## config.mk

```make
export PLATFORM = sky130hd
export DESIGN_NAME = load_store_unit
export DESIGN_NICKNAME = d
export VERILOG_FILES = /design/src/rtl/lsu_pkg.sv /design/src/rtl/lsu_align.sv /design/src/rtl/load_store_unit.sv
export SDC_FILE = /design/constraint.sdc
export NUM_CORES = 1
export LEC_CHECK = 0
export ABC_AREA = 1
export BUFFER_PORTS_ARGS = -buffer_cell sky130_fd_sc_hd__buf_2
export CAP_MARGIN = 20
export CORE_MARGIN = 4
export CORE_UTILIZATION = 50
export CTS_CLUSTER_DIAMETER = 200
export DETAILED_ROUTE_END_ITERATION = 7
export GPL_ROUTABILITY_DRIVEN = 1
export PLACE_DENSITY = 0.91
export SKIP_LAST_GASP = 1
export SLEW_MARGIN = 20
export SYNTH_ARGS = -nofsm -noshare
export SYNTH_HDL_FRONTEND = slang
export SYNTH_HIERARCHICAL = 1
export SYNTH_SLANG_ARGS = --single-unit
```

## constraint.sdc

```tcl
create_clock -name clk -period 3.2 [get_ports clk]
set_input_delay 0.96 -clock clk [delete_from_list [all_inputs] [get_ports clk]]
set_output_delay 0.96 -clock clk [all_outputs]
set_load 0.02 [all_outputs]
```

## src/rtl/lsu_pkg.sv

```systemverilog
// rtl/lsu_pkg.sv - funct3 encodings, FSM states and response codes for the load/store unit
package lsu_pkg;

  localparam logic [2:0] F3_B  = 3'b000;
  localparam logic [2:0] F3_H  = 3'b001;
  localparam logic [2:0] F3_W  = 3'b010;
  localparam logic [2:0] F3_D  = 3'b011;
  localparam logic [2:0] F3_BU = 3'b100;
  localparam logic [2:0] F3_HU = 3'b101;
  localparam logic [2:0] F3_WU = 3'b110;

  typedef enum logic [1:0] {
    ST_IDLE,
    ST_ACCESS,
    ST_RESP
  } lsu_state_t;

  localparam logic [1:0] ERR_OK       = 2'b00;
  localparam logic [1:0] ERR_MISALIGN = 2'b01;
  localparam logic [1:0] ERR_ILLEGAL  = 2'b10;
  localparam logic [1:0] ERR_TIMEOUT  = 2'b11;

endpackage

```

## src/rtl/lsu_align.sv

```systemverilog
// rtl/lsu_align.sv - byte-lane enables, store lane replication, load lane extraction/extension
module lsu_align #(
  parameter int XLEN = 32,
  localparam int NB = XLEN / 8,
  localparam int OW = $clog2(NB)
) (
  input  logic [2:0]      funct3,
  input  logic [OW-1:0]   offset,
  input  logic [XLEN-1:0] wdata,
  input  logic [XLEN-1:0] rdata,
  output logic [NB-1:0]   be,
  output logic [XLEN-1:0] wdata_rep,
  output logic [XLEN-1:0] rdata_ext
);

  logic [NB-1:0]   size_mask;
  logic [XLEN-1:0] low_mask;
  logic [XLEN-1:0] shifted;
  logic            sign_bit;

  assign shifted = rdata >> {offset, 3'b000};
  assign be      = size_mask << offset;

  // funct3[1:0] is the access size, funct3[2] selects zero extension
  always_comb begin
    size_mask = '0;
    low_mask  = '0;
    wdata_rep = wdata;
    sign_bit  = 1'b0;
    case (funct3[1:0])
      2'b00: begin
        size_mask[0]  = 1'b1;
        low_mask[7:0] = '1;
        wdata_rep     = {NB{wdata[7:0]}};
        sign_bit      = shifted[7];
      end
      2'b01: begin
        size_mask[1:0] = '1;
        low_mask[15:0] = '1;
        wdata_rep      = {(NB/2){wdata[15:0]}};
        sign_bit       = shifted[15];
      end
      2'b10: begin
        size_mask[3:0] = '1;
        low_mask[31:0] = '1;
        wdata_rep      = {(NB/4){wdata[31:0]}};
        sign_bit       = shifted[31];
      end
      default: begin
        size_mask = '1;
        low_mask  = '1;
        wdata_rep = wdata;
        sign_bit  = shifted[XLEN-1];
      end
    endcase
    if (funct3[2]) sign_bit = 1'b0;
    rdata_ext = (shifted & low_mask) | (sign_bit ? ~low_mask : '0);
  end

endmodule

```

## src/rtl/load_store_unit.sv

```systemverilog
// rtl/load_store_unit.sv - single-outstanding load/store unit; LSU_TIMEOUT_EN enables the access timeout
module load_store_unit
  import lsu_pkg::*;
#(
  parameter int XLEN    = 32,
  parameter int TIMEOUT = 16
) (
  input  logic              clk,
  input  logic              rst,
  input  logic              req_valid,
  output logic              req_ready,
  input  logic              req_we,
  input  logic [2:0]        req_funct3,
  input  logic [XLEN-1:0]   req_addr,
  input  logic [XLEN-1:0]   req_wdata,
  output logic              mem_req,
  output logic              mem_we,
  output logic [XLEN-1:0]   mem_addr,
  output logic [XLEN/8-1:0] mem_be,
  output logic [XLEN-1:0]   mem_wdata,
  input  logic              mem_ack,
  input  logic [XLEN-1:0]   mem_rdata,
  output logic              rsp_valid,
  output logic [XLEN-1:0]   rsp_rdata,
  output logic [1:0]        rsp_err
);

  localparam int NB = XLEN / 8;
  localparam int OW = $clog2(NB);

  if (TIMEOUT < 1 || TIMEOUT > 255) begin : g_bad_timeout
    $error("load_store_unit: TIMEOUT must be 1..255");
  end
  if (XLEN != 32 && XLEN != 64) begin : g_bad_xlen
    $error("load_store_unit: XLEN must be 32 or 64");
  end

  lsu_state_t      state, state_next;
  logic [2:0]      funct3_q;
  logic [OW-1:0]   offset_q;
  logic [2:0]      align_funct3;
  logic [OW-1:0]   align_offset;
  logic [NB-1:0]   align_be;
  logic [XLEN-1:0] align_wdata;
  logic [XLEN-1:0] align_rdata;
  logic            accept, illegal, misaligned, timeout_hit;
  logic [1:0]      req_err;

  assign req_ready = (state == ST_IDLE) && !rst;
  assign accept    = req_valid && req_ready;

  always_comb begin
    illegal = (req_funct3 == 3'b111) || (req_we && req_funct3[2]) ||
              ((XLEN == 32) && (req_funct3 == F3_D || req_funct3 == F3_WU));
    case (req_funct3)
      F3_H, F3_HU: misaligned = req_addr[0];
      F3_W, F3_WU: misaligned = (req_addr[1:0] != 2'b00);
      F3_D:        misaligned = (req_addr[2:0] != 3'b000);
      default:     misaligned = 1'b0;
    endcase
    req_err = illegal ? ERR_ILLEGAL : (misaligned ? ERR_MISALIGN : ERR_OK);
  end

`ifdef LSU_TIMEOUT_EN
  logic [7:0] timeout_cnt;

  assign timeout_hit = !mem_ack && (timeout_cnt == 8'(TIMEOUT - 1));

  always_ff @(posedge clk) begin
    if (rst || state != ST_ACCESS) timeout_cnt <= '0;
    else if (!mem_ack)             timeout_cnt <= timeout_cnt + 8'd1;
  end
`else
  assign timeout_hit = 1'b0;
`endif

  // Aligner sees the live request in IDLE and the captured access while waiting for ack
  assign align_funct3 = (state == ST_ACCESS) ? funct3_q : req_funct3;
  assign align_offset = (state == ST_ACCESS) ? offset_q : req_addr[OW-1:0];

  lsu_align #(.XLEN(XLEN)) u_align (
    .funct3    (align_funct3),
    .offset    (align_offset),
    .wdata     (req_wdata),
    .rdata     (mem_rdata),
    .be        (align_be),
    .wdata_rep (align_wdata),
    .rdata_ext (align_rdata)
  );

  always_comb begin
    state_next = state;
    case (state)
      ST_IDLE:   if (accept) state_next = (req_err == ERR_OK) ? ST_ACCESS : ST_RESP;
      ST_ACCESS: if (mem_ack || timeout_hit) state_next = ST_RESP;
      default:   state_next = ST_IDLE;
    endcase
  end

  always_ff @(posedge clk) begin
    if (rst) begin
      state     <= ST_IDLE;
      mem_req   <= 1'b0;
      mem_we    <= 1'b0;
      mem_addr  <= '0;
      mem_be    <= '0;
      mem_wdata <= '0;
      rsp_valid <= 1'b0;
      rsp_rdata <= '0;
      rsp_err   <= ERR_OK;
      funct3_q  <= '0;
      offset_q  <= '0;
    end else begin
      state     <= state_next;
      rsp_valid <= 1'b0;
      case (state)
        ST_IDLE: if (accept) begin
          funct3_q <= req_funct3;
          offset_q <= req_addr[OW-1:0];
          if (req_err == ERR_OK) begin
            mem_req   <= 1'b1;
            mem_we    <= req_we;
            mem_addr  <= req_addr & ~(XLEN'(NB - 1));
            mem_be    <= align_be;
            mem_wdata <= align_wdata;
          end else begin
            rsp_valid <= 1'b1;
            rsp_err   <= req_err;
            rsp_rdata <= '0;
          end
        end
        ST_ACCESS: if (mem_ack || timeout_hit) begin
          mem_req   <= 1'b0;
          rsp_valid <= 1'b1;
          rsp_err   <= mem_ack ? ERR_OK : ERR_TIMEOUT;
          rsp_rdata <= (mem_ack && !mem_we) ? align_rdata : '0;
        end
        default: ;
      endcase
    end
  end

endmodule
```

# Word level (Yosys, flattened, before mapping)
# Index checks and enable logic that the tools add are counted.
# classes
shift,2
bitwise,3
n_eq_ne,12
muxes,34
n_reduce_logical,23
# op_table
cell,n
two-way mux 32 bit,5
one-hot mux 32 bit (2 select lines),2
AND 32 bit,1
NOT 32 bit,1
bitwise OR 32 bit,1
>> shifter 32 x 5 -> 32 bit,1
two-way mux 2 bit,9
two-way mux 16 bit,1
equality test 3 bit (second input constant),3
two-way mux 1 bit,9
two-way mux 8 bit,1
one-hot mux 2 bit (2 select lines),2
AND reduction 4 bit,2
equality test 3 x 2 -> 1 bit (second input constant),2
logical NOT 2 bit,3
inequality test 2 bit (second input constant),3
one-hot mux 1 bit (2 select lines),3
OR reduction 2 bit,3
equality test 2 x 1 -> 1 bit (second input constant),2
logical AND 1 bit,4
AND reduction 2 bit,2
nonzero test 2 bit,2
<< shifter 4 x 2 -> 4 bit,1
equality test 3 x 1 -> 1 bit (second input constant),1
other kinds (7),10
# totals
input_bits,104
reg_bits,110
out_inout_bits,106

# Logic depth before layout (Yosys ltp)
# depth
ltp_word,11
ltp_mapped,19

# Hierarchy
# The synthesis kept the hierarchy.
# by_module_without_submodules
mod,cells_each,area_per_inst_um2,instances
load_store_unit,603,4384.2,1
lsu_align,255,1181.1,1

# Worst setup path before layout
# Ideal clock, no wire load.
# synth_timing
path_type,input-to-reg
start,input port req_addr[0]
end,register rsp_rdata[24]
path_stages,15
setup_ps,113
arrival_ps,2420
setup_slack_ps,668
cell_sequence,inv_2 o21ai_0 inv_2 buf_6 nand2_1 nand3_1 nand3_1 nand3_2 nand3_4 buf_6 nand2_1 inv_1 nor2_1 nor2_1 nor2_1
# synth_via
elab_chain_len,9
word_cells_on_any_way,18
cone_classes,eq/ne: 1; shift: 1; mux: 10; bitwise: 2; reduce/logical: 4
# synth_lines
element,line_no,text
start: declaration,load_store_unit.sv:14,"input logic [XLEN-1:0] req_addr,"
two-way mux 2 bit *,load_store_unit.sv:79,assign align_offset = (state == ST_ACCESS) ? offset_q : req_addr[OW-1:0];
net align_offset[0],load_store_unit.sv:42,logic [OW-1:0] align_offset;
>> shifter 32 x 5 -> 32 bit *,lsu_align.sv:21,"assign shifted = rdata >> {offset, 3'b000};"
one-hot mux 1 bit (2 select lines),lsu_align.sv:30,case (funct3[1:0])
two-way mux 1 bit,lsu_align.sv:56,if (funct3[2]) sign_bit = 1'b0;
two-way mux 32 bit,lsu_align.sv:57,rdata_ext = (shifted & low_mask) | (sign_bit ? ~low_mask : '0);
bitwise OR 32 bit *,lsu_align.sv:57,
net align_rdata[24],load_store_unit.sv:45,logic [XLEN-1:0] align_rdata;
two-way mux 32 bit *,load_store_unit.sv:136,rsp_rdata <= (mem_ack && !mem_we) ? align_rdata : '0;
two-way mux 32 bit *,load_store_unit.sv:132,ST_ACCESS: if (mem_ack || timeout_hit) begin
one-hot mux 32 bit (2 select lines) *,load_store_unit.sv:116,case (state)
end signal: assignment,load_store_unit.sv:136,
end: declaration,load_store_unit.sv:24,"output logic [XLEN-1:0] rsp_rdata,"
# The timed path passes the listed nets; every way through them passes the cells marked *. The select of a mux whose other input is x is not followed.
# A chain may end at the register's enable or synchronous reset.

# Worst setup path after layout
# layout_timing
start,input port req_addr[0]
end,register rsp_rdata[13]
# The elaborated chain is that of the path after synthesis.

==> impl_metrics.json <==
{
  "cts-resized-gates": 0,
  "clk_root_buffer_cell": "sky130_fd_sc_hd__clkbuf_8",
  "critical_path.startpoint": "req_addr[0]",
  "synth.ff_latch_count": 110,
  "hold_start": "mem_req",
  "setup-violations-final": 0,
  "drt-wirelength-per-cell_um": 13.5,
  "violation_count_after_the_first_detailed_route_iteration": 438,
  "critical_path.endpoint_type": "register",
  "synthesis.area_um2": 5570,
  "cts_tree": "yes",
  "final.setup.tns_ns": 0,
  "gr-total-overflow": 0,
  "ctsHtreeMaxLevel": 3,
  "detail_route.drc_violations": 0,
  "ant_nets": 0,
  "grt_antenna_before_repair": 0,
  "rsz_0062_raised_after_global_routing": "false",
  "synth_sequential_area_ratio": 0.396,
  "min_delay_path_depth": 2,
  "power_leakage_uw": 0.00374,
  "top_level_ports": 210,
  "yosys_warnings": 6,
  "place_ws_ns": 0.413,
  "die-height_um": 114,
  "clk_pin_slew_worst_paths_ns": 0.11,
  "layout_commonest_cell": "sky130_fd_sc_hd__nor2_1",
  "drtPass1Iterations": 5,
  "antenna-diode-count": 0,
  "netlist_instances": 858,
  "min-delay-path-class": "register to register",
  "clk_latency_ns": 0.38,
  "worst_r2r_path_depth": 15,
  "period_share": 0.762,
  "postCtsSetupBuffers": 0,
  "grt_pass1_wl_mm": 25.6,
  "final_hold_viols": 0,
  "first_global_vias": 5466,
  "fp.dieArea_um2": 12900,
  "result_of_the_run": "finished, final reports clean",
  "worst-slew-pin-transition_ns": 0.968,
  "required_ns": 3.47,
  "rows": 38,
  "fin_worst_skew_ns": 0.0112,
  "layout_min_cycle_time_ns": 2.44,
  "fraction_of_layout_cells_with_a_size_suffix_above_1": 0.255,
  "r2r-start": "state[0]",
  "clock_sink_count": 110,
  "total_power_draw_uw": 2990,
  "layout.nets": 1131,
  "grt_max_degree": 107,
  "initial_core_utilization": 0.511,
  "crit_path_start_kind": "input pin",
  "clk_path_buf_depth": 2,
  "numCtsBuffers": 9,
  "setup.worst_path.class": "input pin to register",
  "synth_area_per_cell_um2": 6.49,
  "max_clock_freq_mhz": 410,
  "dpl.hpwl_mm": 11.1,
  "arrival_ns": 2.71,
  "yosys.cell_types.count": 30,
  "pwr_density_cell_nw_per_um2": 448,
  "vdd_ir_drop_max_mv": 0.419,
  "dieWidth_um": 114,
  "final_cell_mix": "sky130_fd_sc_hd__nor2_1 (241), sky130_fd_sc_hd__buf_2 (207), sky130_fd_sc_hd__nand2_1 (200)",
  "cts.hold.buffers_added": 0,
  "wl_mm": 15.8,
  "fin_util": 0.614,
  "timing_max_transition_violations_final": 0,
  "worst_slew_margin_rel": 0.355,
  "postLayoutSetupSlackWorst_ns": 0.762,
  "ratio_of_routed_vias_to_standard_cells": 5.06,
  "maxCapViolCount": 0,
  "finalWeightedCongestion": 0.940,
  "critical_path_peak_fanout": 21,
  "area_of_the_core_region_um2": 10900,
  "port_buffers": 207,
  "filler_cell_count": 1017,
  "syn2layout_area_growth_pct": 20.1,
  "grt_use_total": 0.239,
  "vias": 5929
}
[routing by layer]
metal	GRT usage	vias up	share of wire
met5	0	-	0
met4	0.0657	0	0.014
met3	0.0711	25	0.10
met2	0.404	275	0.48
met1	0.296	2638	0.40
li1	-	2991	-
[through the flow]
step	std cells	hold WS, ns	area (um2)
3_5_place_dp	1156	0.460	6500
2_1_floorplan	859	0.453	5570
5_1_grt	1172	0.510	6690
3_3_place_gp	1156	0.457	6500
4_1_cts	1172	0.477	6690
6_report	1172	0.474	6690
[path summary, 6_finish.rpt]
check	endpoint	slack, ns
max reg2reg	rsp_rdata[13]	0.87
min reg2reg	mem_req	0.47
min	mem_req	0.47
max	rsp_rdata[13]	0.76
[cells by family (layout without fill, tap and decap cells)]
family          Yosys count  after routing  synth area share
simple gates            487            487             0.365
compound gates          133            133             0.129
buf+inv                 127            300             0.110
flops                   110            110             0.396
other cells               1              2          0.000674
[Yosys cell counts]
cell                       number  area (um2)
sky130_fd_sc_hd__a21oi_1       17        85.1
sky130_fd_sc_hd__a21oi_2        1        8.76
sky130_fd_sc_hd__a22oi_1        1        7.51
sky130_fd_sc_hd__and2_1         1        6.26
sky130_fd_sc_hd__buf_1          3        11.3
sky130_fd_sc_hd__buf_2         16        80.1
sky130_fd_sc_hd__buf_4         12        90.1
sky130_fd_sc_hd__buf_6          9         101
sky130_fd_sc_hd__clkbuf_1      21        78.8
sky130_fd_sc_hd__conb_1         1        3.75
sky130_fd_sc_hd__dfxtp_1      110        2200
sky130_fd_sc_hd__inv_1         53         199
sky130_fd_sc_hd__inv_2         12        45.0
sky130_fd_sc_hd__inv_4          1        6.26
sky130_fd_sc_hd__nand2_1      200         751
sky130_fd_sc_hd__nand2_2        1        6.26
sky130_fd_sc_hd__nand2_4        4        45.0
sky130_fd_sc_hd__nand3_1       13        65.1
sky130_fd_sc_hd__nand3_2        3        30.0
sky130_fd_sc_hd__nand3_4        1        17.5
sky130_fd_sc_hd__nand3b_1      17         128
sky130_fd_sc_hd__nand4_4        1        21.3
sky130_fd_sc_hd__nor2_1       241         905
sky130_fd_sc_hd__nor2_2         2        12.5
sky130_fd_sc_hd__nor2_4         2        22.5
sky130_fd_sc_hd__nor2_8         1        20.0
sky130_fd_sc_hd__o211ai_1       8        60.1
sky130_fd_sc_hd__o21ai_0       94         470
sky130_fd_sc_hd__o21ai_1        5        25.0
sky130_fd_sc_hd__o221ai_1       7        61.3
[layout make-up]
cell class | instances | area, um2 | area share
Multi-Input combinational cell | 622 | 2760 | 0.413
Sequential cell | 110 | 2200 | 0.329
Timing Repair Buffer | 218 | 1120 | 0.167
Inverter | 66 | 250 | 0.0374
Tap cell | 140 | 175 | 0.0262
Clock buffer | 10 | 128 | 0.0191
Clock inverter | 6 | 52.6 | 0.00786
[sequential cells by signal, indices dropped and copies added, names as in the netlist]
signal / count
mem_req: 1
offset_q: 2
mem_be: 4
funct3_q: 3
state: 2
mem_addr: 30
mem_we: 1
rsp_rdata: 32
mem_wdata: 32
rsp_valid: 1
rsp_err: 2
[report_power, final]
group	internal [uW]	switching (uW)	leakage, uW
clock network	300	507	0.0000911
registers	1450	41.4	0.000898
logic	239	453	0.00275
[worst max-delay path, stage by stage]
cell	delay (ns)
sky130_fd_sc_hd__buf_2	0.11
sky130_fd_sc_hd__inv_2	0.05
sky130_fd_sc_hd__o21ai_2	0.34
sky130_fd_sc_hd__inv_2	0.23
sky130_fd_sc_hd__nand2_1	0.11
sky130_fd_sc_hd__nand3_1	0.10
sky130_fd_sc_hd__nand3_1	0.12
sky130_fd_sc_hd__nand3_2	0.13
sky130_fd_sc_hd__nand3_2	0.17
sky130_fd_sc_hd__nand2_1	0.07
sky130_fd_sc_hd__inv_1	0.06
sky130_fd_sc_hd__nor2_1	0.04
sky130_fd_sc_hd__nor2_1	0.14
sky130_fd_sc_hd__nor2_1	0.07
Power figures use the tool's default switching activity.
